File: config.mk
export PLATFORM = sky130hd
export DESIGN_NAME = rlt_collect_fifo_flat
export DESIGN_NICKNAME = d
export VERILOG_FILES = /design/src/rtl/rlt_collect_fifo_if.sv /design/src/rtl/rlt_collect_fifo.sv /design/src/flat_wrapper.sv
export SDC_FILE = /design/constraint.sdc
export NUM_CORES = 1
export LEC_CHECK = 0
export CORE_UTILIZATION = 42
export DETAILED_ROUTE_END_ITERATION = 7
export MAX_ROUTING_LAYER = met4
export PLACE_DENSITY_LB_ADDON = 0.1
export SKIP_CTS_REPAIR_TIMING = 1
export SYNTH_ARGS = -nofsm -noshare
export SYNTH_HDL_FRONTEND = slang
export SYNTH_SLANG_ARGS = --single-unit
export TNS_END_PERCENT = 10
File: constraint.sdc
create_clock -name clk -period 13.1 [get_ports clk]
set_input_delay 1.31 -clock clk [delete_from_list [all_inputs] [get_ports clk]]
set_output_delay 1.31 -clock clk [all_outputs]
set_load 0.05 [all_outputs]
File: src/rtl/rlt_collect_fifo_if.sv
// Handshake bundle between the rlt producer, the collect FIFO and its consumer.
// The hwm signal exists only when RLT_FIFO_HWM_EN is defined.
interface rlt_collect_fifo_if #(
   parameter int WIDTH = 73,
   parameter int DEPTH = 8
);
   localparam int AW = $clog2(DEPTH);

   logic             flush;
   logic             rlt_vld;
   logic [WIDTH-1:0] rlt;
   logic             out_vld;
   logic             out_rdy;
   logic [WIDTH-1:0] out_data;
   logic [AW:0]      count;
   logic             full;
   logic             ovf;
   logic             clr_ovf;
`ifdef RLT_FIFO_HWM_EN
   logic [AW:0]      hwm;

   modport master (
      output flush, rlt_vld, rlt, out_rdy, clr_ovf,
      input  out_vld, out_data, count, full, ovf, hwm
   );

   modport slave (
      input  flush, rlt_vld, rlt, out_rdy, clr_ovf,
      output out_vld, out_data, count, full, ovf, hwm
   );
`else
   modport master (
      output flush, rlt_vld, rlt, out_rdy, clr_ovf,
      input  out_vld, out_data, count, full, ovf
   );

   modport slave (
      input  flush, rlt_vld, rlt, out_rdy, clr_ovf,
      output out_vld, out_data, count, full, ovf
   );
`endif
endinterface

File: src/rtl/rlt_collect_fifo.sv
// Collects rlt words into a DEPTH-entry FIFO; drops and flags words when full.
// Optional high-water mark output enabled by defining RLT_FIFO_HWM_EN.
module rlt_collect_fifo #(
   parameter int WIDTH = 73,
   parameter int DEPTH = 8
) (
   input logic             clk,
   input logic             rst_n,
   rlt_collect_fifo_if.slave bus
);
   localparam int AW = $clog2(DEPTH);
   localparam logic [AW:0] ONE      = (AW+1)'(1);
   localparam logic [AW:0] FULL_CNT = (AW+1)'(DEPTH);

   logic [WIDTH-1:0] mem [DEPTH];
   logic [AW:0]      wr_ptr;
   logic [AW:0]      rd_ptr;
   logic [AW:0]      cnt;
   logic [AW:0]      cnt_nxt;
   logic             ovf_q;
   logic             full_w;
   logic             vld_w;
   logic             push;
   logic             pop;
   logic             drop;

   assign full_w = (cnt == FULL_CNT);
   assign vld_w  = (cnt != '0);

   // full is taken from the registered count, so a pop never frees room
   // for a word arriving in the same cycle
   assign push = bus.rlt_vld & ~full_w;
   assign pop  = vld_w & bus.out_rdy;
   assign drop = bus.rlt_vld & full_w;

   always_comb begin
      cnt_nxt = cnt;
      if (bus.flush) begin
         cnt_nxt = '0;
      end else if (push & ~pop) begin
         cnt_nxt = cnt + ONE;
      end else if (pop & ~push) begin
         cnt_nxt = cnt - ONE;
      end
   end

   always_ff @(posedge clk or negedge rst_n) begin
      if (!rst_n) begin
         wr_ptr <= '0;
         rd_ptr <= '0;
         cnt    <= '0;
      end else if (bus.flush) begin
         wr_ptr <= '0;
         rd_ptr <= '0;
         cnt    <= '0;
      end else begin
         if (push) begin
            wr_ptr <= wr_ptr + ONE;
         end
         if (pop) begin
            rd_ptr <= rd_ptr + ONE;
         end
         cnt <= cnt_nxt;
      end
   end

   always_ff @(posedge clk) begin
      if (push & ~bus.flush) begin
         mem[wr_ptr[AW-1:0]] <= bus.rlt;
      end
   end

   // a drop in the same cycle as a clear leaves the flag set
   always_ff @(posedge clk or negedge rst_n) begin
      if (!rst_n) begin
         ovf_q <= 1'b0;
      end else if (drop) begin
         ovf_q <= 1'b1;
      end else if (bus.clr_ovf) begin
         ovf_q <= 1'b0;
      end
   end

   assign bus.out_vld  = vld_w;
   assign bus.out_data = vld_w ? mem[rd_ptr[AW-1:0]] : '0;
   assign bus.count    = cnt;
   assign bus.full     = full_w;
   assign bus.ovf      = ovf_q;

`ifdef RLT_FIFO_HWM_EN
   logic [AW:0] hwm_q;

   always_ff @(posedge clk or negedge rst_n) begin
      if (!rst_n) begin
         hwm_q <= '0;
      end else if (bus.clr_ovf) begin
         hwm_q <= cnt_nxt;
      end else if (cnt_nxt > hwm_q) begin
         hwm_q <= cnt_nxt;
      end
   end

   assign bus.hwm = hwm_q;
`endif
endmodule

File: src/flat_wrapper.sv
// flat-port wrapper written by rule: the top's interface ports become plain ports
module rlt_collect_fifo_flat 
#(
   parameter int WIDTH = 73,
   parameter int DEPTH = 8
)
  (clk, rst_n, bus_flush, bus_rlt_vld, bus_rlt, bus_out_rdy, bus_clr_ovf, bus_out_vld, bus_out_data, bus_count, bus_full, bus_ovf);
  rlt_collect_fifo_if #(.WIDTH(WIDTH), .DEPTH(DEPTH)) bus_i ();
  input logic clk;
  input logic rst_n;
  input wire logic [$bits(bus_i.flush)-1:0] bus_flush;
  input wire logic [$bits(bus_i.rlt_vld)-1:0] bus_rlt_vld;
  input wire logic [$bits(bus_i.rlt)-1:0] bus_rlt;
  input wire logic [$bits(bus_i.out_rdy)-1:0] bus_out_rdy;
  input wire logic [$bits(bus_i.clr_ovf)-1:0] bus_clr_ovf;
  output wire logic [$bits(bus_i.out_vld)-1:0] bus_out_vld;
  output wire logic [$bits(bus_i.out_data)-1:0] bus_out_data;
  output wire logic [$bits(bus_i.count)-1:0] bus_count;
  output wire logic [$bits(bus_i.full)-1:0] bus_full;
  output wire logic [$bits(bus_i.ovf)-1:0] bus_ovf;
  assign bus_i.flush = bus_flush;
  assign bus_i.rlt_vld = bus_rlt_vld;
  assign bus_i.rlt = bus_rlt;
  assign bus_i.out_rdy = bus_out_rdy;
  assign bus_i.clr_ovf = bus_clr_ovf;
  assign bus_out_vld = bus_i.out_vld;
  assign bus_out_data = bus_i.out_data;
  assign bus_count = bus_i.count;
  assign bus_full = bus_i.full;
  assign bus_ovf = bus_i.ovf;
  rlt_collect_fifo #(.WIDTH(WIDTH), .DEPTH(DEPTH)) u_core (.clk(clk), .rst_n(rst_n), .bus(bus_i));
endmodule
-- Word-level counts from Yosys, hierarchy flattened
Memory sizes are Yosys's and may differ from the RTL's.
Index checks and enable logic that the tools add are counted.
- memories: 1
- RAM bits: 584
- bits in registers: 13
- logic and storage cells: 37
- output and inout bits: 80
- memories (name ; depth ; bits a word ; read ports ; clocked after memory_dff ; wr ports ; line ; RTL):
    u_core.mem ; 8 ; 73 ; 1 ; 0 ; 1 ; rlt_collect_fifo.sv:15 ; logic [WIDTH-1:0] mem [DEPTH];
- multiplexer cells: 12
- bitwise gates (word level): 10
- eq/ne operators: 1
- add/sub/neg operators: 4
- reductions and logical operators: 5
- operator list (cell ; number):
    $mux 73 ; 1
    $mux 4 ; 7
    $add 4x1->4 const B ; 3
    $and 1x1->1 ; 6
    $reduce_bool 2->1 ; 3
    $eq 4x4->1 const B ; 1
    $mux 1 ; 4
    $not 1->1 ; 4
    $reduce_bool 4->1 ; 1
    $sub 4x1->4 const B ; 1
    $reduce_bool 3->1 ; 1

-- Depth between registers and ports, before layout
- word-level depth: 8
- depth in mapped cells: 8

-- Least setup slack after synthesis
OpenSTA, ideal clock, no wires.
- kind: input-to-reg
- start: input bus_rlt_vld
- end: memory u_core.mem[0][0] (enable)
- library setup time: 685 ps
- path slack: 3689 ps
- arrival time: 8727 ps
- cell stages on the path: 4
- required time: 12415 ps
- cell sequence: inv_1 > a21oi_1 > nand2b_1 > nor4_1
- word-level cells in the longest chain between the ends: 4
- RTL lines (item ; line ; RTL):
    from (decl) ; flat_wrapper.sv:12 ; input wire logic [$bits(bus_i.rlt_vld)-1:0] bus_rlt_vld;
    $and 1x1->1 ; rlt_collect_fifo.sv:32 ; assign push = bus.rlt_vld & ~full_w;
    $and 1x1->1 ; rlt_collect_fifo.sv:68 ; if (push & ~bus.flush) begin
    $mux 1 ; rlt_collect_fifo.sv:68 ;
    $mux 1 (implied by the code) ; rlt_collect_fifo.sv:69 ; mem[wr_ptr[AW-1:0]] <= bus.rlt;
    to (decl) ; rlt_collect_fifo.sv:15 ;
No other way between the ends.

-- Final worst setup path
- start: register u_core.cnt[1] (netlist: u_core.bus.count[1])
- end: output bus_out_data[2]
- word-level cells in the longest chain between the ends: 2
- RTL lines (item ; line ; RTL):
    from (decl) ; rlt_collect_fifo.sv:18 ; logic [AW:0] cnt;
    from (signal assigned) ; rlt_collect_fifo.sv:63 ; cnt <= cnt_nxt;
    $reduce_bool 4->1 ; rlt_collect_fifo.sv:28 ; assign vld_w = (cnt != '0);
    $mux 73 ; rlt_collect_fifo.sv:85 ; assign bus.out_data = vld_w ? mem[rd_ptr[AW-1:0]] : '0;
    to (decl) ; flat_wrapper.sv:17 ; output wire logic [$bits(bus_i.out_data)-1:0] bus_out_data;
No other way between the ends.

==> results.json <==
{
  "clockBufferDepth": 3,
  "ys_seq_area_share_pct": 77.8,
  "holdWs_ps": 558,
  "min_period_ps": 5430,
  "cp-start-kind": "flop",
  "grt_start_max_net_pins": 111,
  "htreeDepth": 2,
  "drcViolationCount": 0,
  "grt_pass1_wl_um": 71200,
  "hold_viol": 0,
  "seqPwrFrac_pct": 38.9,
  "dpl.hpwl_um": 23700,
  "rsz0062_at_grt": "false",
  "final_nets": 1283,
  "fin_crit_sh_pct": 41.4,
  "final_area_um2": 27100,
  "nFillCells": 4384,
  "start_util_pct": 42.6,
  "antenna_found_initial": 7,
  "io_buffers": 158,
  "endpoint_kind": "output port",
  "globalRouteOverflowTotal": 0,
  "cts_buffers": 60,
  "via_per_inst": 5.35,
  "drt-total-wl_um": 47200,
  "clockRootBuffer": "clkbuf_16",
  "slew_headroom_pct": 29.1,
  "layout_setup_ws_ps": 7670,
  "io_pins": 159,
  "dieArea_um2": 55500,
  "synth.distinct_cells": 34,
  "async_reset_ff_share_pct": 1.85,
  "yosys_warnings": 0,
  "max_freq_mhz": 184,
  "vias": 10400,
  "seq_area_um2": 17800,
  "drive_gt1_share_pct": 20.7,
  "maxCapViolations": 0,
  "p_clk_share_pct": 28.0,
  "peakVddDrop_v": 0.000179,
  "power_density_nw_per_um2": 211,
  "clock_skew_ps": 18.7,
  "synthFlopType": "edfxtp_1",
  "synth_area_per_cell_um2": 22.7,
  "first_global_vias": 11200,
  "fin_tns_setup_ps": 0,
  "gp_congestion": 0.712,
  "crit_type": "reg -> out",
  "p_leak_nw": 8.24,
  "clk_pin_slew_worst_paths_ps": 60,
  "netSwitchingFraction_pct": 33.5,
  "syn_area_um2": 22900,
  "cts_tree": "yes",
  "die_height_um": 236,
  "dpl_cell_area_um2": 25200,
  "p_sw_mw": 1.92,
  "dr.pass1.iters": 5,
  "avgRoutedWirePerCell_um": 24.3,
  "clkLatencyLatePin_ps": 610,
  "min_path_cells": 2,
  "place_worst_setup_slack_ps": 8090,
  "required_ps": 11790,
  "multi_input_area_um2": 4790,
  "final_antenna_net_count": 0,
  "drv_slew": 0,
  "synth_nets": 1095,
  "core_area_um2": 53800,
  "r2r_cells": 6,
  "worst-path-max-fanout": 48,
  "rows": 85,
  "p_int_mw": 3.80,
  "area_growth_pct": 18.2,
  "syn_inst": 1011,
  "hp-class": "reg -> reg",
  "grtUsageTotal_pct": 18.0,
  "first_iter_violations": 602,
  "synth-seq-cells": 595,
  "finalSetupViolations": 0,
  "status": "completed",
  "worstPathArrival_ps": 4120,
  "pwr-share-comb_pct": 33.0,
  "die_x_um": 236,
  "cts.sinks": 595,
  "worst_slew_pin_slew_ps": 1060,
  "synth_edf_count": 584
}
kinds of logic after synthesis:
| kind of cell | share of synthesized area [%] |
|---|---|
| flip-flops | 77.8 |
| AO/OA/AOI/OAI | 0.541 |
| adder cells (fa/ha/maj) | 0.306 |
| XOR/XNOR | 0.153 |
| buffers and inverters | 1.61 |
| AND/OR/NAND/NOR | 1.96 |
| multiplexers | 17.7 |
placed cells by master, fill, tap and decap left out, drive strengths merged, types with 7 or more instances in the layout:
cell           count
edfxtp           584
clkdlybuf4s50    158
mux4             146
nor2              90
mux2i             76
clkbuf            72
clkinv            26
buf               19
dfrtp             11
nand2              9
inv                9
diode              7
Yosys cell counts (all sizes together) (2+ instances only):
cell type  instances  share of area [%]
nand2              9               0.15
xnor2              2              0.076
nor2              90                1.5
dfrtp             11                1.2
a211oi             3               0.15
xor2               2              0.076
edfxtp           584                 77
mux2i             76                3.3
inv                7               0.11
nor3               3              0.087
nand2b             2              0.055
nor4               2              0.055
clkbuf             5              0.082
ha                 4               0.22
a21oi              5               0.11
buf               46                1.4
nand3              2              0.044
mux4             146                 14
registers in the layout (all words and copies together) (netlist names):
| signal | cells |
|---|---|
| u_core.mem | 584 |
| u_core.bus.count | 4 |
| u_core.rd_ptr | 3 |
| u_core.wr_ptr | 3 |
| u_core.bus.ovf | 1 |
through the flow:
stage / instances / util, % / power [mW]
after floorplan: 1011 / - / 3.64
after global placement: 1833 / 46.9 / 4.20
after detailed placement: 1833 / 46.9 / 4.20
after CTS: 1938 / 50.3 / 5.82
after global routing: 1945 / 50.3 / 5.97
final: 1945 / 50.3 / 5.72
area by class of cell:
cell class / count / area share, %
sequential: 595 / 65.8
multi-input combinational: 358 / 17.7
timing repair buffer: 177 / 6.41
clock buffer: 72 / 5.79
tap: 696 / 3.22
clock inverter: 33 / 0.938
inverter: 7 / 0.0970
antenna: 7 / 0.0647
final timing paths:
path,slack (ps),start,end
max in group asynchronous,11600,rst_n,u_core.rd_ptr[1]
hold reg to reg,560,u_core.bus.ovf,u_core.bus.ovf
setup reg to reg,9610,u_core.bus.count[0],u_core.mem[6][34]
min in group asynchronous,1060,rst_n,u_core.bus.count[3]
hold / removal,560,u_core.bus.ovf,u_core.bus.ovf
setup / recovery,7670,u_core.bus.count[1],bus_out_data[2]
power by group through the flow:
| stage | logic (mW) | registers, mW | clock network [mW] |
|---|---|---|---|
| 3_3_place_gp | 1.93 | 2.27 | 0 |
| 6_report | 1.89 | 2.23 | 1.60 |
| 2_1_floorplan | 1.40 | 2.24 | 0 |
| 4_1_cts | 1.94 | 2.23 | 1.65 |
| 3_5_place_dp | 1.93 | 2.27 | 0 |
| 5_1_grt | 2.01 | 2.24 | 1.72 |
worst max-delay path: stages (launching register included):
cell             delay (ps)
dfrtp_1                 450
or3_1                   520
nor2_4                  760
buf_4                   720
nor2_1                  220
clkdlybuf4s50_1         760
per-layer routing:
metal / share of wire [%] / track usage (%) / vias up / routed length, µm
met4: 1.9 / 5.05 / 0 / 906
met3: 4.3 / 3.45 / 72 / 2020
met5: 0 / - / - / 0
met1: 44 / 23.3 / 5535 / 20700
li1: - / - / 4586 / -
met2: 50 / 29.0 / 209 / 23600
Note: power is estimated with default switching activity, not from simulation.
==> RTL change, RTL diff (same settings) <==
`DEPTH` is set to 8 in 3 places; all go to 16.
--- a/src/rtl/rlt_collect_fifo_if.sv
+++ b/src/rtl/rlt_collect_fifo_if.sv
@@ -2,7 +2,7 @@
 // The hwm signal exists only when RLT_FIFO_HWM_EN is defined.
 interface rlt_collect_fifo_if #(
    parameter int WIDTH = 73,
-   parameter int DEPTH = 8
+   parameter int DEPTH = 16
 );
    localparam int AW = $clog2(DEPTH);
 
--- a/src/rtl/rlt_collect_fifo.sv
+++ b/src/rtl/rlt_collect_fifo.sv
@@ -2,7 +2,7 @@
 // Optional high-water mark output enabled by defining RLT_FIFO_HWM_EN.
 module rlt_collect_fifo #(
    parameter int WIDTH = 73,
-   parameter int DEPTH = 8
+   parameter int DEPTH = 16
 ) (
    input logic             clk,
    input logic             rst_n,
--- a/src/flat_wrapper.sv
+++ b/src/flat_wrapper.sv
@@ -2,7 +2,7 @@
 module rlt_collect_fifo_flat 
 #(
    parameter int WIDTH = 73,
-   parameter int DEPTH = 8
+   parameter int DEPTH = 16
 )
   (clk, rst_n, bus_flush, bus_rlt_vld, bus_rlt, bus_out_rdy, bus_clr_ovf, bus_out_vld, bus_out_data, bus_count, bus_full, bus_ovf);
   rlt_collect_fifo_if #(.WIDTH(WIDTH), .DEPTH(DEPTH)) bus_i ();
Ports: changed (resized bus_count); port bits go from 159 to 160. The function was not compared with the original's and may differ.
==> RTL change against the original RTL <==
  * Sequential cell count increased by 587
  * Synthesized area is 97% higher
  * Setup slack worse by 0.99 ns
  * Total power increased by 70%
  * Sequential power up 92%
  * Routed wire length rose by 130%
  * Cell count rose by 87%
  * Critical endpoint is now bus_out_data[7]
  * Design area up 93%
==> RTL change: results (changes against the original RTL) <==
cells_and_area:
  largest_reg_flops: 1168  # +100%
  antenna_cells: 10  # +3
  final_cells: 3637  # +87%
  multi_input_area_share_pct: 17.8  # +0.17 points
  clock_buffers: 163  # +130%
  num-multi-input-gates: 608  # +70%
  final_nets: 2214  # +73%
  multi_input_area_sq_mm: 0.00933  # +95%
  clkCellAreaFrac_pct: 7.15  # +0.43 points
  fillers: 8603  # +96%
  sh_seq_area_pct: 67.8  # +2.0 points
  inverters: 6  # -1
outcome:
  outcome: "complete, no violations"
placed_design:
  post-place-ws_ns: 7.21  # -0.884 ns
  dp.cells: 3406  # +86%
  placed_area_sq_mm: 0.0485  # +92%
  port_buffers: 159  # +0.63%
  dp_hpwl_um: 52200  # +120%
global_routing:
  grt_pass1_wl_um: 155000  # +120%
  antenna_found_initial: 10  # +3
  grt_usage_pct: 20.5  # +2.6 points
  grt_max_degree: 148  # +33%
  grt_pass1_vias: 22200  # +98%
drt:
  drt_first_iter_violations: 1598  # +170%
  wl_per_cell_um: 29.4  # +21%
  dr.pass1.iters: 4  # -1
  num_vias: 20400  # +96%
sta:
  period_needed_ns: 6.42  # +0.989 ns
  timing.hold.ws_ns: 0.548  # -0.0102 ns
  fin_skew_ns: 0.0208  # +0.00213 ns
  tightest_slew_ns: 1.14  # +0.0729 ns
power_and_ir_drop:
  combPwrFrac_pct: 22.6  # -10 points
  p_per_area_mw_per_mm2: 187  # -12%
  p_switching_mw: 2.78  # +45%
  vdd_drop_max_uv: 131  # -27%
synth:
  synth_edf_count: 1168  # +100%
  synth.top_cell.area_share_pct: 77.6  # +0.99 points
  yosys.cell_types.count: 42  # +24%
  synthArstFlopShare_pct: 1.18  # -0.66 points
  synth_area_sq_mm: 0.0452  # +97%
  yosysSeqAreaShare_pct: 78.3  # +0.57 points
  synthTopCellsByCount: "edfxtp_1 (1168), mux4_2 (292), mux2i_1 (148)"
  syn_nets: 1989  # +82%
  syn_area_per_cell_sq_um: 23.8  # +5.1%
clock_tree:
  cts.htree.levels: 3  # +1
  cts.sinks: 1182  # +99%
  worstSkewPairLatency_ns: 0.70  # +0.09 ns
setup_path:
  reg2reg_to: "u_core.mem[11][21]$_DFFE_PP_"
  crit_fanout: 44  # -8.3%
  arrival_ns: 5.11  # +0.99 ns
  endpoint: "bus_out_data[7]"
==> RTL change: cell types whose count changed after synthesis, moves of 7 or more <==
cell / delta
buf_6: -14
o22ai_1: +73
edfxtp_1: +584
buf_2: +26
mux4_2: +146
clkbuf_1: +7
buf_4: +28
nor2_1: -67
mux2i_1: +72
==> RTL change: layer usage <==
metal | vias to the layer above | global-route usage [%] | wire (um)
met4 | 0 | 5.01 | 2300
met3 | 146 | 3.65 | 4770
met1 | 11200 | 26.7 | 46000
li1 | 8637 | - | -
met5 | - | - | 0
met2 | 438 | 33.6 | 53900
==> RTL change: worst max-delay path, stage by stage (launching register included) <==
cell,delay (ns)
dfrtp_4,0.95
buf_4,0.81
buf_4,0.76
mux4_2,0.59
mux2i_1,0.19
o22ai_1,0.18
clkdlybuf4s50_1,0.80
==> RTL change: kinds of logic after synthesis <==
logic type | share of synthesized area (%)
xor+xnor | 0.136
simple gates | 0.562
compound gates | 1.45
flops | 78.3
buf+inv | 1.32
mux | 17.9
fa+ha+maj | 0.293
